<file path="config.mk">
export PLATFORM = sky130hd
export DESIGN_NAME = ks_note_sequencer
export DESIGN_NICKNAME = d
export VERILOG_FILES = /design/src/rtl/ks_note_sequencer.sv
export SDC_FILE = /design/constraint.sdc
export NUM_CORES = 1
export LEC_CHECK = 0
export ABC_AREA = 1
export CAP_MARGIN = 20
export CORE_AREA = 2 2 156 158
export CTS_BUF_LIST = sky130_fd_sc_hd__clkbuf_4 sky130_fd_sc_hd__clkbuf_8
export DETAILED_ROUTE_END_ITERATION = 7
export DIE_AREA = 0 0 158 160
export GPL_ROUTABILITY_DRIVEN = 0
export SETUP_SLACK_MARGIN = 0.05
export SLEW_MARGIN = 25
export SYNTH_ARGS = -nofsm -noshare
export SYNTH_HDL_FRONTEND = slang
export SYNTH_SLANG_ARGS = --single-unit
</file>
<file path="constraint.sdc">
create_clock -name clk_i -period 2.5 [get_ports clk_i]
set_input_delay 0.5 -clock clk_i [delete_from_list [all_inputs] [get_ports clk_i]]
set_output_delay 0.5 -clock clk_i [all_outputs]
set_load 0.005 [all_outputs]
</file>
<file path="src/rtl/ks_note_sequencer.sv">
// Pattern-memory step sequencer feeding period/pluck to the Karplus-Strong string.
// Each step loads a period, gates pluck for GATE_TICKS ticks, then holds until tempo expires.
module ks_note_sequencer #(
  parameter int NUM_STEPS      = 8,
  parameter int DATA_WIDTH     = 8,
  parameter int TEMPO_WIDTH    = 16,
  parameter int GATE_TICKS     = 4,
  parameter int DEFAULT_PERIOD = 40
) (
  input  logic                         clk_i,
  input  logic                         rst_ni,
  input  logic                         enable_i,
  input  logic                         loop_en_i,
  input  logic [$clog2(NUM_STEPS)-1:0] length_i,
  input  logic [TEMPO_WIDTH-1:0]       tempo_i,
  input  logic                         step_tick_i,
  input  logic                         wr_en_i,
  input  logic [$clog2(NUM_STEPS)-1:0] wr_addr_i,
  input  logic [DATA_WIDTH:0]          wr_data_i,
  output logic [DATA_WIDTH-1:0]        period_o,
  output logic                         pluck_o,
  output logic [$clog2(NUM_STEPS)-1:0] step_o,
  output logic                         busy_o,
  output logic                         done_o
);

  localparam int AW = $clog2(NUM_STEPS);
  localparam int WW = DATA_WIDTH + 1;
  localparam logic [DATA_WIDTH-1:0]  DEF_PERIOD = DATA_WIDTH'(DEFAULT_PERIOD);
  localparam logic [WW-1:0]          DEF_WORD   = {1'b1, DEF_PERIOD};
  localparam logic [TEMPO_WIDTH-1:0] GATE_CNT   = TEMPO_WIDTH'(GATE_TICKS);
  localparam logic [TEMPO_WIDTH-1:0] TICK_ONE   = TEMPO_WIDTH'(1);
  localparam logic [TEMPO_WIDTH-1:0] TICK_ZERO  = {TEMPO_WIDTH{1'b0}};
  localparam logic [AW-1:0]          STEP_ONE   = AW'(1);
  localparam logic [AW-1:0]          STEP_ZERO  = {AW{1'b0}};

  typedef enum logic [1:0] {
    ST_IDLE  = 2'd0,
    ST_LOAD  = 2'd1,
    ST_PLUCK = 2'd2,
    ST_HOLD  = 2'd3
  } state_t;

  logic [WW-1:0]          r_mem [NUM_STEPS];
  state_t                 r_state, w_state_nxt;
  logic [DATA_WIDTH-1:0]  r_period, w_period_nxt;
  logic                   r_pluck, w_pluck_nxt;
  logic                   r_busy, w_busy_nxt;
  logic                   r_done, w_done_nxt;
  logic [AW-1:0]          r_step, w_step_nxt;
  logic [TEMPO_WIDTH-1:0] r_tick_cnt, w_tick_cnt_nxt;
  logic [TEMPO_WIDTH-1:0] r_tempo, w_tempo_nxt;
  logic [WW-1:0]          w_rd_word;
  logic                   w_step_end;

  // Read port sees the pre-write word when a write targets the step being loaded.
  assign w_rd_word  = r_mem[r_step];
  assign w_step_end = step_tick_i && (r_tick_cnt == r_tempo);

  // Pattern memory: {rest, period} per step, writable in every state.
  always_ff @(posedge clk_i or negedge rst_ni) begin
    if (!rst_ni) begin
      for (int i = 0; i < NUM_STEPS; i++) begin
        r_mem[i] <= DEF_WORD;
      end
    end else if (wr_en_i) begin
      r_mem[wr_addr_i] <= wr_data_i;
    end
  end

  // Next-state and next-output logic for the step FSM.
  always_comb begin
    w_state_nxt    = r_state;
    w_period_nxt   = r_period;
    w_pluck_nxt    = r_pluck;
    w_step_nxt     = r_step;
    w_done_nxt     = 1'b0;
    w_tick_cnt_nxt = r_tick_cnt;
    w_tempo_nxt    = r_tempo;

    if ((r_state != ST_IDLE) && !enable_i) begin
      // Abort: drop the note, keep period and step for inspection.
      w_state_nxt = ST_IDLE;
      w_pluck_nxt = 1'b0;
    end else begin
      case (r_state)
        ST_IDLE: begin
          w_pluck_nxt = 1'b0;
          if (enable_i) begin
            w_step_nxt  = STEP_ZERO;
            w_state_nxt = ST_LOAD;
          end else begin
            w_state_nxt = ST_IDLE;
          end
        end
        ST_LOAD: begin
          w_tempo_nxt    = tempo_i;
          w_tick_cnt_nxt = {{(TEMPO_WIDTH-1){1'b0}}, step_tick_i};
          if (!w_rd_word[DATA_WIDTH]) begin
            w_period_nxt = w_rd_word[DATA_WIDTH-1:0];
            w_pluck_nxt  = 1'b1;
            w_state_nxt  = ST_PLUCK;
          end else begin
            w_pluck_nxt  = 1'b0;
            w_state_nxt  = ST_HOLD;
          end
        end
        ST_PLUCK, ST_HOLD: begin
          if (w_step_end) begin
            w_pluck_nxt    = 1'b0;
            w_tick_cnt_nxt = TICK_ZERO;
            if (r_step != length_i) begin
              w_step_nxt  = r_step + STEP_ONE;
              w_state_nxt = ST_LOAD;
            end else if (loop_en_i) begin
              w_step_nxt  = STEP_ZERO;
              w_state_nxt = ST_LOAD;
            end else begin
              w_done_nxt  = 1'b1;
              w_state_nxt = ST_IDLE;
            end
          end else begin
            if (step_tick_i) begin
              w_tick_cnt_nxt = r_tick_cnt + TICK_ONE;
            end else begin
              w_tick_cnt_nxt = r_tick_cnt;
            end
            // Gate closes once the counter has reached GATE_TICKS.
            if ((r_state == ST_PLUCK) && (r_tick_cnt >= GATE_CNT)) begin
              w_pluck_nxt = 1'b0;
              w_state_nxt = ST_HOLD;
            end else begin
              w_state_nxt = r_state;
            end
          end
        end
        default: begin
          w_pluck_nxt = 1'b0;
          w_state_nxt = ST_IDLE;
        end
      endcase
    end

    w_busy_nxt = (w_state_nxt != ST_IDLE);
  end

  // FSM state and registered outputs.
  always_ff @(posedge clk_i or negedge rst_ni) begin
    if (!rst_ni) begin
      r_state    <= ST_IDLE;
      r_period   <= DEF_PERIOD;
      r_pluck    <= 1'b0;
      r_step     <= STEP_ZERO;
      r_busy     <= 1'b0;
      r_done     <= 1'b0;
      r_tick_cnt <= TICK_ZERO;
      r_tempo    <= TICK_ZERO;
    end else begin
      r_state    <= w_state_nxt;
      r_period   <= w_period_nxt;
      r_pluck    <= w_pluck_nxt;
      r_step     <= w_step_nxt;
      r_busy     <= w_busy_nxt;
      r_done     <= w_done_nxt;
      r_tick_cnt <= w_tick_cnt_nxt;
      r_tempo    <= w_tempo_nxt;
    end
  end

  assign period_o = r_period;
  assign pluck_o  = r_pluck;
  assign step_o   = r_step;
  assign busy_o   = r_busy;
  assign done_o   = r_done;

endmodule

</file>
==> reports/metrics.csv <==
stage,metric,value,unit
synthesis,Synth Cell Area,5850,um^2
power,Comb pwr share,29.8,%
detailed_routing,post-route ant nets,0,
worst_setup_path,Setup CP Type,register to primary output,
worst_setup_path,crit path buf inv count,1,
job,total of max-cap violations,0,
clocking,post-CTS setup buffers,0,
worst_setup_path,crit-path cells,clkdlybuf4s50_1,
timing,post-route setup slack,0.395,ns
power,P_sw,0.00229,W
synthesis,net count after synthesis,796,
global_route,initial antenna violation count,0,
timing,slew of the pin with the lowest slew margin,0.665,ns
synthesis,"EDFF count, synth",0,
power,Flop pwr share,41.9,%
detailed_routing,WL/cell,13.5,um
power,Clock power frac,28.3,%
final_layout,Fillers,2615,
synthesis,Post-Syn Instances,756,
clocking,clock slew at the register clock pins of the worst setup and hold paths,0.07,ns
clocking,CTS Root Cell,clkbuf_8,
power,Pwr Total,0.00655,W
timing,final hold violations,0,
placed_design,dpl hpwl,10.7,mm
synthesis,Synth cell types,30,
global_route,first-pass GRT wire length,25.7,mm
clocking,clk buf depth,2,
placed_design,Setup WS pre-CTS,0.251,ns
global_route,grt ovf,0,
clocking,TritonCTS buffer count,17,
timing,Final Max Tran Viols,0,
worst_setup_path,critical path startpoint,step_o[1],
final_layout,antenna diode count,0,
synthesis,synth warn,0,
clocking,# resized after CTS,0,
timing,Layout Skew,0.00957,ns
hold_path,worst hold path type,input pin to asynchronous set/reset pin,
global_route,Total GRT Usage,13.0,%
worst_setup_path,CP endpoint kind,primary output,
synthesis,"Seq/Total Area, Yosys",51.9,%
worst_setup_path,Crit path required time,2.00,ns
clocking,hold-fix buffers at CTS,0,
global_route,number of global-route vias before repair,4891,
worst_setup_path,Crit Path Max Fanout,9,
synthesis,Syn Area/Cell,7.73,um^2
worst_setup_path,"Arr. time, crit path",1.60,ns
final_layout,layout cells sized above 1,11.2,%
worst_setup_path,CP max stage delay,0.59,ns
timing,max frequency,475,MHz
detailed_routing,DRC,0,
final_layout,Layout area overhead,23.9,%
placed_design,# port buffers,50,
global_route,largest net degree at the start of global routing,45,
synthesis,Seq cells post-synth,120,
synthesis,"Primary FF master, synth",dfrtp_1,
status,status,"finished, final reports clean",
timing,RSZ-0062 raised after global routing,no,
floorplanning,die area,25300,um^2
worst_setup_path,Crit path max-delay family,buffers and inverters,
clocking,Worst-Skew Late Latency,0.44,ns
final_layout,# nets final,861,
detailed_routing,Post-Route WL,15.6,mm
detailed_routing,DRT iter0 DRCs,376,
detailed_routing,TritonRoute pass-1 iters,5,
worst_setup_path,R2R Path Start,step_o[1],
clocking,CTS tree,yes,
synthesis,share of synthesized registers carrying an async set or reset,100,%
power,Internal,0.00427,W
floorplanning,Initial Util,24.5,%
clocking,CTS sink count,120,
worst_setup_path,Worst setup SP type,register,
floorplanning,Die X,158,um
floorplanning,core area,23800,um^2
detailed_routing,vias per cell,4.41,
timing,max_slew headroom,55.6,%
worst_setup_path,Critical-path top delay cell,clkdlybuf4s50_1,
clocking,htree depth,4,
timing,setup TNS,0,ns
detailed_routing,routed vias,5103,
power,Worst VDD drop,0.312,mV
timing,# setup viols final,0,
floorplanning,I/O Pins,51,
power,Switching Share,34.9,%
timing,crit path time final,2.10,ns
floorplanning,Die H,160,um
timing,final period utilization,84.2,%
power,Pleak,3.32,nW
power,pwr/cell area,905,nW/um^2
floorplanning,Cell Rows,57,
## Yosys cell counts (6+ instances only)
cell	instances	share of area, %
o22ai_1	16	1.7
xnor2_1	6	0.90
inv_1	69	4.4
inv_2	7	0.45
nor2_1	95	6.1
o21ai_1	8	0.68
nand2_1	225	14
nand3_1	23	2.0
dfrtp_1	94	40
a21oi_1	12	1.0
dfstp_2	26	12
nand4_1	9	0.96
clkbuf_1	16	1.0
o21ai_0	119	10
## sequential cells by signal, summed over array words and instances, names as in the netlist, 2 cells and up
register,count
r_state,2
period_o,8
step_o,3
r_tick_cnt,16
r_mem,72
r_tempo,16
## layer usage
layer | vias to the layer above | global-route usage (%) | wire length (um)
met2 | 140 | 19.2 | 6880
met5 | - | 0 | 0
met3 | 19 | 3.47 | 793
li1 | 2546 | - | -
met1 | 2398 | 18.3 | 7680
met4 | 0 | 4.38 | 252
## layout make-up
class | instances | area, um^2 | area share, %
sequential | 120 | 3040 | 41.9
multi-input combinational | 535 | 2420 | 33.4
timing repair buffer | 70 | 673 | 9.29
tap | 324 | 405 | 5.60
inverter | 77 | 289 | 3.99
clock buffer | 19 | 255 | 3.52
clock inverter | 13 | 169 | 2.33
## placed cells by master, fill, tap and decap left out
cell / n
a21oi_1: 12
a22oi_1: 1
buf_12: 2
buf_4: 19
bufinv_16: 3
clkbuf_4: 1
clkbuf_8: 18
clkdlybuf4s50_1: 49
clkinv_1: 2
clkinv_2: 1
clkinv_4: 6
dfrtp_1: 94
dfstp_2: 26
ha_1: 3
inv_1: 69
inv_2: 7
inv_6: 2
nand2_1: 225
nand2_2: 1
nand2_4: 1
nand3_1: 23
nand4_1: 9
nor2_1: 94
nor2_2: 2
nor2_4: 2
nor3_1: 5
nor3_2: 1
nor3_4: 1
o211ai_1: 1
o21ai_0: 119
o21ai_1: 8
o22ai_1: 16
xnor2_1: 6
xor2_1: 5
## metrics by stage
stage / cells / hold slack [ns] / util, % / cell area (um^2)
after global placement: 1126 / 0.461 / 28.6 / 6820
after detailed placement: 1126 / 0.468 / 28.6 / 6820
final: 1158 / 0.0829 / 30.4 / 7240
after floorplan: 756 / 0.204 / - / 5850
after global routing: 1158 / 0.100 / 30.4 / 7240
after CTS: 1158 / 0.0829 / 30.4 / 7240
## cells by family after synthesis
group           after synthesis  share of synthesized area [%]
compound gates              157                           13.9
buf+inv                     101                           6.78
simple gates                364                           25.1
xor+xnor                     11                           1.65
fa+ha+maj                     3                          0.642
flops                       120                           51.9
## worst paths after layout
kind,end,cells past startpoint,slack [ns]
hold / removal,r_tick_cnt[5],1,0.08
hold reg to reg,period_o[5],2,0.48
min in group clk_i,period_o[5],2,0.48
setup reg to reg,busy_o,6,0.66
setup / recovery,step_o[1],1,0.40
max in group asynchronous,r_mem[50],2,1.73
## power by group through the flow
stage | clock network (W) | logic (W) | registers [W]
6_report | 0.00186 | 0.00195 | 0.00274
3_3_place_gp | 0 | 0.00195 | 0.00277
3_5_place_dp | 0 | 0.00197 | 0.00276
2_1_floorplan | 0 | 0.00131 | 0.00270
4_1_cts | 0.00190 | 0.00197 | 0.00274
5_1_grt | 0.00198 | 0.00226 | 0.00281
Power figures use the tool's default switching activity.
